==> src/rtl/processor_seq_pkg.sv <==
// rtl/processor_seq_pkg.sv - shared state encodings and opcode defaults for the sequencer
package processor_seq_pkg;

  typedef enum logic [2:0] {
    ST_IDLE      = 3'd0,
    ST_FETCH     = 3'd1,
    ST_DECODE    = 3'd2,
    ST_EXECUTE   = 3'd3,
    ST_WRITEBACK = 3'd4,
    ST_HALT      = 3'd5
  } seq_state_t;

  localparam logic [4:0] HALT_OPCODE_DEFAULT = 5'h1F;
  localparam logic [4:0] NOP_OPCODE_DEFAULT  = 5'h00;
  localparam int         COUNT_WIDTH         = 16;

endpackage

==> src/rtl/instr_counter.sv <==
// rtl/instr_counter.sv - saturating retired-instruction counter
module instr_counter
  import processor_seq_pkg::*;
(
  input  logic                   clk,
  input  logic                   rst,
  input  logic                   inc,
  output logic [COUNT_WIDTH-1:0] count
);

  logic [COUNT_WIDTH-1:0] count_q;

  // Holds at all-ones so a long run never wraps back to a small value.
  always_ff @(posedge clk or posedge rst) begin
    if (rst) begin
      count_q <= '0;
    end else if (inc && (count_q != {COUNT_WIDTH{1'b1}})) begin
      count_q <= count_q + 1'b1;
    end
  end

  assign count = count_q;

endmodule

==> src/rtl/processor_sequencer.sv <==
// rtl/processor_sequencer.sv - fetch/decode/execute/writeback control FSM with single-step debug
module processor_sequencer
  import processor_seq_pkg::*;
#(
  parameter logic [4:0] HALT_OPCODE = HALT_OPCODE_DEFAULT,
  parameter logic [4:0] NOP_OPCODE  = NOP_OPCODE_DEFAULT
) (
  input  logic        in_clk,
  input  logic        in_rst,
  input  logic        in_start,
  input  logic [4:0]  in_op_code,
  input  logic        in_pm_ready,
  input  logic        in_step_en,
  input  logic        in_step,
  output logic        out_pc_en,
  output logic        out_ir_load,
  output logic        out_alu_result_load,
  output logic        out_rf_wr_en,
  output logic        out_busy,
  output logic        out_halted,
  output logic [2:0]  out_state,
  output logic [15:0] out_instr_count
);

  seq_state_t state;
  logic [4:0] opcode;
  logic       step_latch;
  logic       fetch_adv;
  logic       retire;

  // Step mode gates only the FETCH hand-off, so toggling in_step_en mid-instruction
  // has no effect until the sequencer comes back around to FETCH.
  assign fetch_adv = (state == ST_FETCH) && in_pm_ready && (!in_step_en || step_latch);
  assign retire    = (state == ST_WRITEBACK);

  always_ff @(posedge in_clk or posedge in_rst) begin
    if (in_rst) begin
      state      <= ST_IDLE;
      opcode     <= '0;
      step_latch <= 1'b0;
    end else begin
      // Clearing wins over a simultaneous step request.
      if (fetch_adv) begin
        step_latch <= 1'b0;
      end else if (in_step && in_step_en) begin
        step_latch <= 1'b1;
      end

      case (state)
        ST_IDLE: begin
          if (in_start) state <= ST_FETCH;
        end
        ST_FETCH: begin
          if (fetch_adv) state <= ST_DECODE;
        end
        ST_DECODE: begin
          opcode <= in_op_code;
          state  <= (in_op_code == HALT_OPCODE) ? ST_HALT : ST_EXECUTE;
        end
        ST_EXECUTE: begin
          state <= ST_WRITEBACK;
        end
        ST_WRITEBACK: begin
          state <= ST_FETCH;
        end
        ST_HALT: begin
          if (in_start) state <= ST_FETCH;
        end
        default: begin
          state <= ST_IDLE;
        end
      endcase
    end
  end

  instr_counter u_counter (
    .clk   (in_clk),
    .rst   (in_rst),
    .inc   (retire),
    .count (out_instr_count)
  );

  // Enables decode straight from the state register, so reset clears them at once.
  assign out_pc_en           = fetch_adv;
  assign out_ir_load         = fetch_adv;
  assign out_alu_result_load = (state == ST_EXECUTE);
  assign out_rf_wr_en        = retire && (opcode != NOP_OPCODE);
  assign out_busy            = (state == ST_FETCH) || (state == ST_DECODE) ||
                               (state == ST_EXECUTE) || (state == ST_WRITEBACK);
  assign out_halted          = (state == ST_HALT);
  assign out_state           = state;

endmodule
==> config.mk <==
export PLATFORM = sky130hd
export DESIGN_NAME = processor_sequencer
export DESIGN_NICKNAME = d
export VERILOG_FILES = /design/src/rtl/processor_seq_pkg.sv /design/src/rtl/instr_counter.sv /design/src/rtl/processor_sequencer.sv
export SDC_FILE = /design/constraint.sdc
export NUM_CORES = 1
export LEC_CHECK = 0
export BUFFER_PORTS_ARGS = -buffer_cell sky130_fd_sc_hd__buf_4
export CAP_MARGIN = 20
export CORE_MARGIN = 4
export CORE_UTILIZATION = 35
export CTS_BUF_LIST = sky130_fd_sc_hd__clkbuf_4
export DETAILED_ROUTE_END_ITERATION = 7
export REMOVE_ABC_BUFFERS = 1
export SKIP_CTS_REPAIR_TIMING = 1
export SLEW_MARGIN = 20
export SYNTH_ARGS = -nofsm -noshare
export SYNTH_HDL_FRONTEND = slang
export SYNTH_SLANG_ARGS = --single-unit
export TNS_END_PERCENT = 20
==> constraint.sdc <==
create_clock -name in_clk -period 3 [get_ports in_clk]
set_input_delay 0.3 -clock in_clk [delete_from_list [all_inputs] [get_ports in_clk]]
set_output_delay 0.3 -clock in_clk [all_outputs]
set_load 0.03 [all_outputs]
# Word-level counts from Yosys, hierarchy flattened
# Index checks and enable logic that the tools add are counted.
# totals
out_inout_bits	25
inputBits	11
word_cells	35
regBits	25
# op_classes
n_addsub	1
mux	6
n_reduce_logical	15
n_eq_ne	9
# op_table
operator	count
$add A16 B1 Y16 const B	1
$ne A16 B16 Y1 const B	1
$pmux W3 S5	1
$mux W3	3
$eq A3 B2 Y1 const B	2
$eq A3 B3 Y1 const B	2
$eq A5 B5 Y1 const B	1
$logic_and A1 B1 Y1	5
$reduce_bool A5 Y1	1
$logic_or A1 B1 Y1	4
$eq A3 B1 Y1 const B	1
$logic_not A3 Y1	1
$mux W1	2
$ne A2 B1 Y1 const B	1
$ne A2 B2 Y1 const B	1
$reduce_and A2 Y1	1
$reduce_bool A2 Y1	1
$reduce_or A2 Y1	1
$logic_not A1 Y1	1

# Logic depth before layout (Yosys ltp)
# depth
ltp_word	5
depth_mapped	6
mapped_depth_nobuf	5

# Hierarchy
# Synthesis repeated with hierarchy kept, for this count alone.
# hier_totals
cells_unflattened	112
area_unflattened_um2	1260.0
# by_module_without_submodules
mod	cells_per_inst	instances	area_each_um2
instr_counter	71	1	805.8
processor_sequencer	41	1	454.2

# Worst setup path after synthesis
# Ideal clock, no wire load.
# synth_timing
kind	register -> output
from	register state[2] (netlist: out_state[2])
to	output port out_rf_wr_en
t_arrival_ps	1674
path_stages_with_launch	5
setup_slack_ps	1026
cell_sequence	dfrtp_1 buf_4 or3b_1 buf_6 a21oi_1
# synth_between
elab_chain_len	2
# synth_rtl
item	line	text
start: declaration	processor_sequencer.sv:25	seq_state_t state;
start signal: assignment	processor_sequencer.sv:58	state <= (in_op_code == HALT_OPCODE) ? ST_HALT : ST_EXECUTE;
$eq A3 B3 Y1	processor_sequencer.sv:34	assign retire = (state == ST_WRITEBACK);
$logic_and A1 B1 Y1	processor_sequencer.sv:87	assign out_rf_wr_en = retire && (opcode != NOP_OPCODE);
end: declaration	processor_sequencer.sv:18	output logic out_rf_wr_en,
# Every way passes these cells.

# Worst setup path in the final report
# layout_timing
from	register u_counter.count_q[0] (netlist: u_counter.count[0])
to	register u_counter.count_q[1] (netlist: u_counter.count[1])
# layout_between
elab_chain_len	2
# layout_rtl
item	line	text
start: declaration	instr_counter.sv:11	logic [COUNT_WIDTH-1:0] count_q;
start signal: assignment	instr_counter.sv:18	count_q <= count_q + 1'b1;
branches (longest 2 deep; another with $add A16 B1 Y16)	n/a	
# Several ways; the timed one is not identified.
# A chain may end at the register's enable or synchronous reset.

==> impl_metrics.ini <==
[place]
dp_slack_ns = 0.847
dp.cells = 192
gp_congestion = 0.800
dpl.hpwl_um = 2000
port_buffers = 35

[grt]
grt_pass1_wl_um = 4330
grt.total_usage = 0.124
grt_pass1_vias = 953
antenna_found_initial = 0
overflow = 0
grt_start_max_net_pins = 26

[timing]
rsz0062_at_grt = false
worst_pin_slew_ns = 0.765
slew_viol_final = 0
fin_crit_ns = 2.18
slew_headroom = 0.485
fin_tns_setup_ns = 0
post-route-period-util = 0.727
whs_ns = 0.187
finalWorstSetupSlack_ns = 0.820
max_freq_mhz = 459
clock_skew_ns = 0.00769
setup_violations = 0
finalHoldViolations = 0

[worst_setup_path]
critPathTopFamily = simple AND/OR/NAND/NOR gates
crit_type = flop to flop
crit_path_max_fanout = 7
crit_chain = ha_1 -> nand4_1 -> nor4_1 -> buf_4 -> nor2_1 -> mux2_2
arrival_ns = 2.39
cp_num_buf_inv = 1
slowest_delay_ns = 0.67
required_ns = 3.21
critPathLaunchType = flop
end_kind = flop
cp_slowest_cell = nor4_1

[route]
vias = 975
drc = 0
vias_per_cell = 4.92
wl_per_cell_um = 13.5
dr.pass1.iters = 4
ant_nets = 0
drtIter0Drc = 33
wl_um = 2670

[clock_tree]
insertion_delay_ns = 0.32
cts_root_buffer = clkbuf_4
cts_made_buffers = 3
clkSlewWorstSetupHoldPaths_ns = 0.13
clockBufferDepth = 2
cts_sinks = 25
cts_tree = done
htree_levels = 1

[synth]
yosys.area.top_type = dfrtp_1
synthAdderAreaFrac = 0.00999
synth_xor_area_frac = 0.112
ys_ff_latch = 25
synthFlopType = dfrtp_1
synth_enable_flop_cells = 0
syn_area_per_cell_um2 = 10.9
ys.warnings.count = 0
seq_area_frac_synth = 0.500
synth-compound-area-share = 0.0440
syn_area_um2 = 1250
synth.mux.area_fraction = 0.0539
synth_simple_gate_area_frac = 0.243
synth_cell_types = 32
netlist_top_cells_area = dfrtp_1 (50%), xor2_1 (9.8%), mux2_2 (5.4%)
synth_top_family_by_area = simple AND/OR/NAND/NOR gates
async_flop_share = 1.00
synthCells = 115
synth_top_area_frac = 0.500

[finish]
diodes = 0
final_cells = 198
area_growth_syn_to_layout_pct = 27.7
drive_gt1_frac = 0.322
final_nets = 165

[die]
dieWidth_um = 67.8
start_util = 0.370
die_h_um = 67.8
io-pin-count = 36
die_area_um2 = 4600
core_area_um2 = 3390
fp-row-count = 21

[power_and_ir_drop]
internal_power_w = 0.000683
power_switching_w = 0.000450
combPwrFrac = 0.420
p_clk_frac = 0.140
switching_share = 0.397
p_leak_nw = 0.839
pwr-share-seq = 0.440
vdd_drop_max_mv = 0.499
power_density_nw_per_um2 = 708

[min_path]
min_path_type = input pin to flop

[flow_run]
drv_cap = 0

[status]
status = completed
[power groups by stage]
stage	sequential, W	clock (W)	combinational, W
2_1_floorplan	0.000555	0	0.000255
6_report	0.000499	0.000158	0.000476
3_3_place_gp	0.000499	0	0.000472
3_5_place_dp	0.000503	0	0.000480
4_1_cts	0.000498	0.000166	0.000480
5_1_grt	0.000515	0.000177	0.000521
[layout make-up]
| type | count | area (µm²) |
|---|---|---|
| clock buffers | 4 | 30.0 |
| well taps | 46 | 57.6 |
| multi-input cells | 82 | 579 |
| fillers | 335 | 1790 |
| repair buffers | 38 | 295 |
| flip-flops and latches | 25 | 626 |
| inverters | 3 | 11.3 |
[routing by layer]
metal,global-route usage,vias up,routed length (µm)
li1,-,480,-
met1,0.155,472,1190
met2,0.210,21,1300
met3,0.0493,2,164
met4,0.0149,0,14
met5,0,-,0
[sequential cells by signal, summed over array words and instances (netlist names)]
signal and flops:
opcode 5, out_state 3, step_latch 1, u_counter.count 16
[cell usage in the layout (no fill, tap or decap), types with 2 or more instances in the layout]
master    netlist  final
nand4_1         3      3
mux2_2          6      6
nor2_1         10     10
nor3b_1         2      2
dfrtp_1        25     25
and3_1          2      2
a21oi_1         2      2
nor3_1          6      6
nand3_1         6      6
nand2b_1        2      2
clkbuf_4        0      4
nand2_1         6      6
xor2_1         14     14
o21ai_0         2      2
and4_1          4      4
xnor2_1         2      2
buf_4           2     36
nor4_1          3      3
inv_1           3      3
[worst reg2reg max path, cell delays in order, from the launching register on]
cell and delay (ns):
dfrtp_1 0.42, ha_1 0.20, nand4_1 0.16, nor4_1 0.67, buf_4 0.27, nor2_1 0.07, mux2_2 0.29
[path summary, 6_finish.rpt]
check / start / end / slack, ns / depth (start not counted)
hold reg to reg: opcode[0] / opcode[0] / 0.52 / 1
setup / recovery: u_counter.count[0] / u_counter.count[1] / 0.82 / 6
max in group asynchronous: in_rst / u_counter.count[3] / 2.11 / 4
min in group asynchronous: in_rst / u_counter.count[1] / 0.47 / 3
hold / removal: in_step / step_latch / 0.19 / 2
setup reg to reg: u_counter.count[0] / u_counter.count[1] / 0.82 / 6
[kinds of logic after synthesis]
family | count (synthesis)
adders and majority gates | 1
AOI/OAI and AO/OA | 8
xor gates and xnor gates | 16
buffers and inverters | 8
muxes | 6
and+or+nand+nor | 51
DFF | 25
[Yosys cell counts (2+ instances only)]
library cell and number:
buf_2 2, mux2_2 6, nand2_1 6, buf_4 2
and4_1 4, nor4_1 3, inv_1 3, nor3b_1 2
nand4_1 3, xor2_1 14, nand2b_1 2, xnor2_1 2
nand3_1 6, a21oi_1 2, nor2_1 10, and3_1 2
o21ai_0 2, nor3_1 6, dfrtp_1 25
[through the flow]
step / cell area, µm² / total power, W / utilization
after floorplan: 1220 / 0.000810 / -
after global placement: 1540 / 0.000971 / 0.456
after detailed placement: 1540 / 0.000983 / 0.456
after CTS: 1570 / 0.00114 / 0.464
after global routing: 1600 / 0.00121 / 0.472
final: 1600 / 0.00113 / 0.472
No activity file was read; power rests on OpenSTA's default activity.
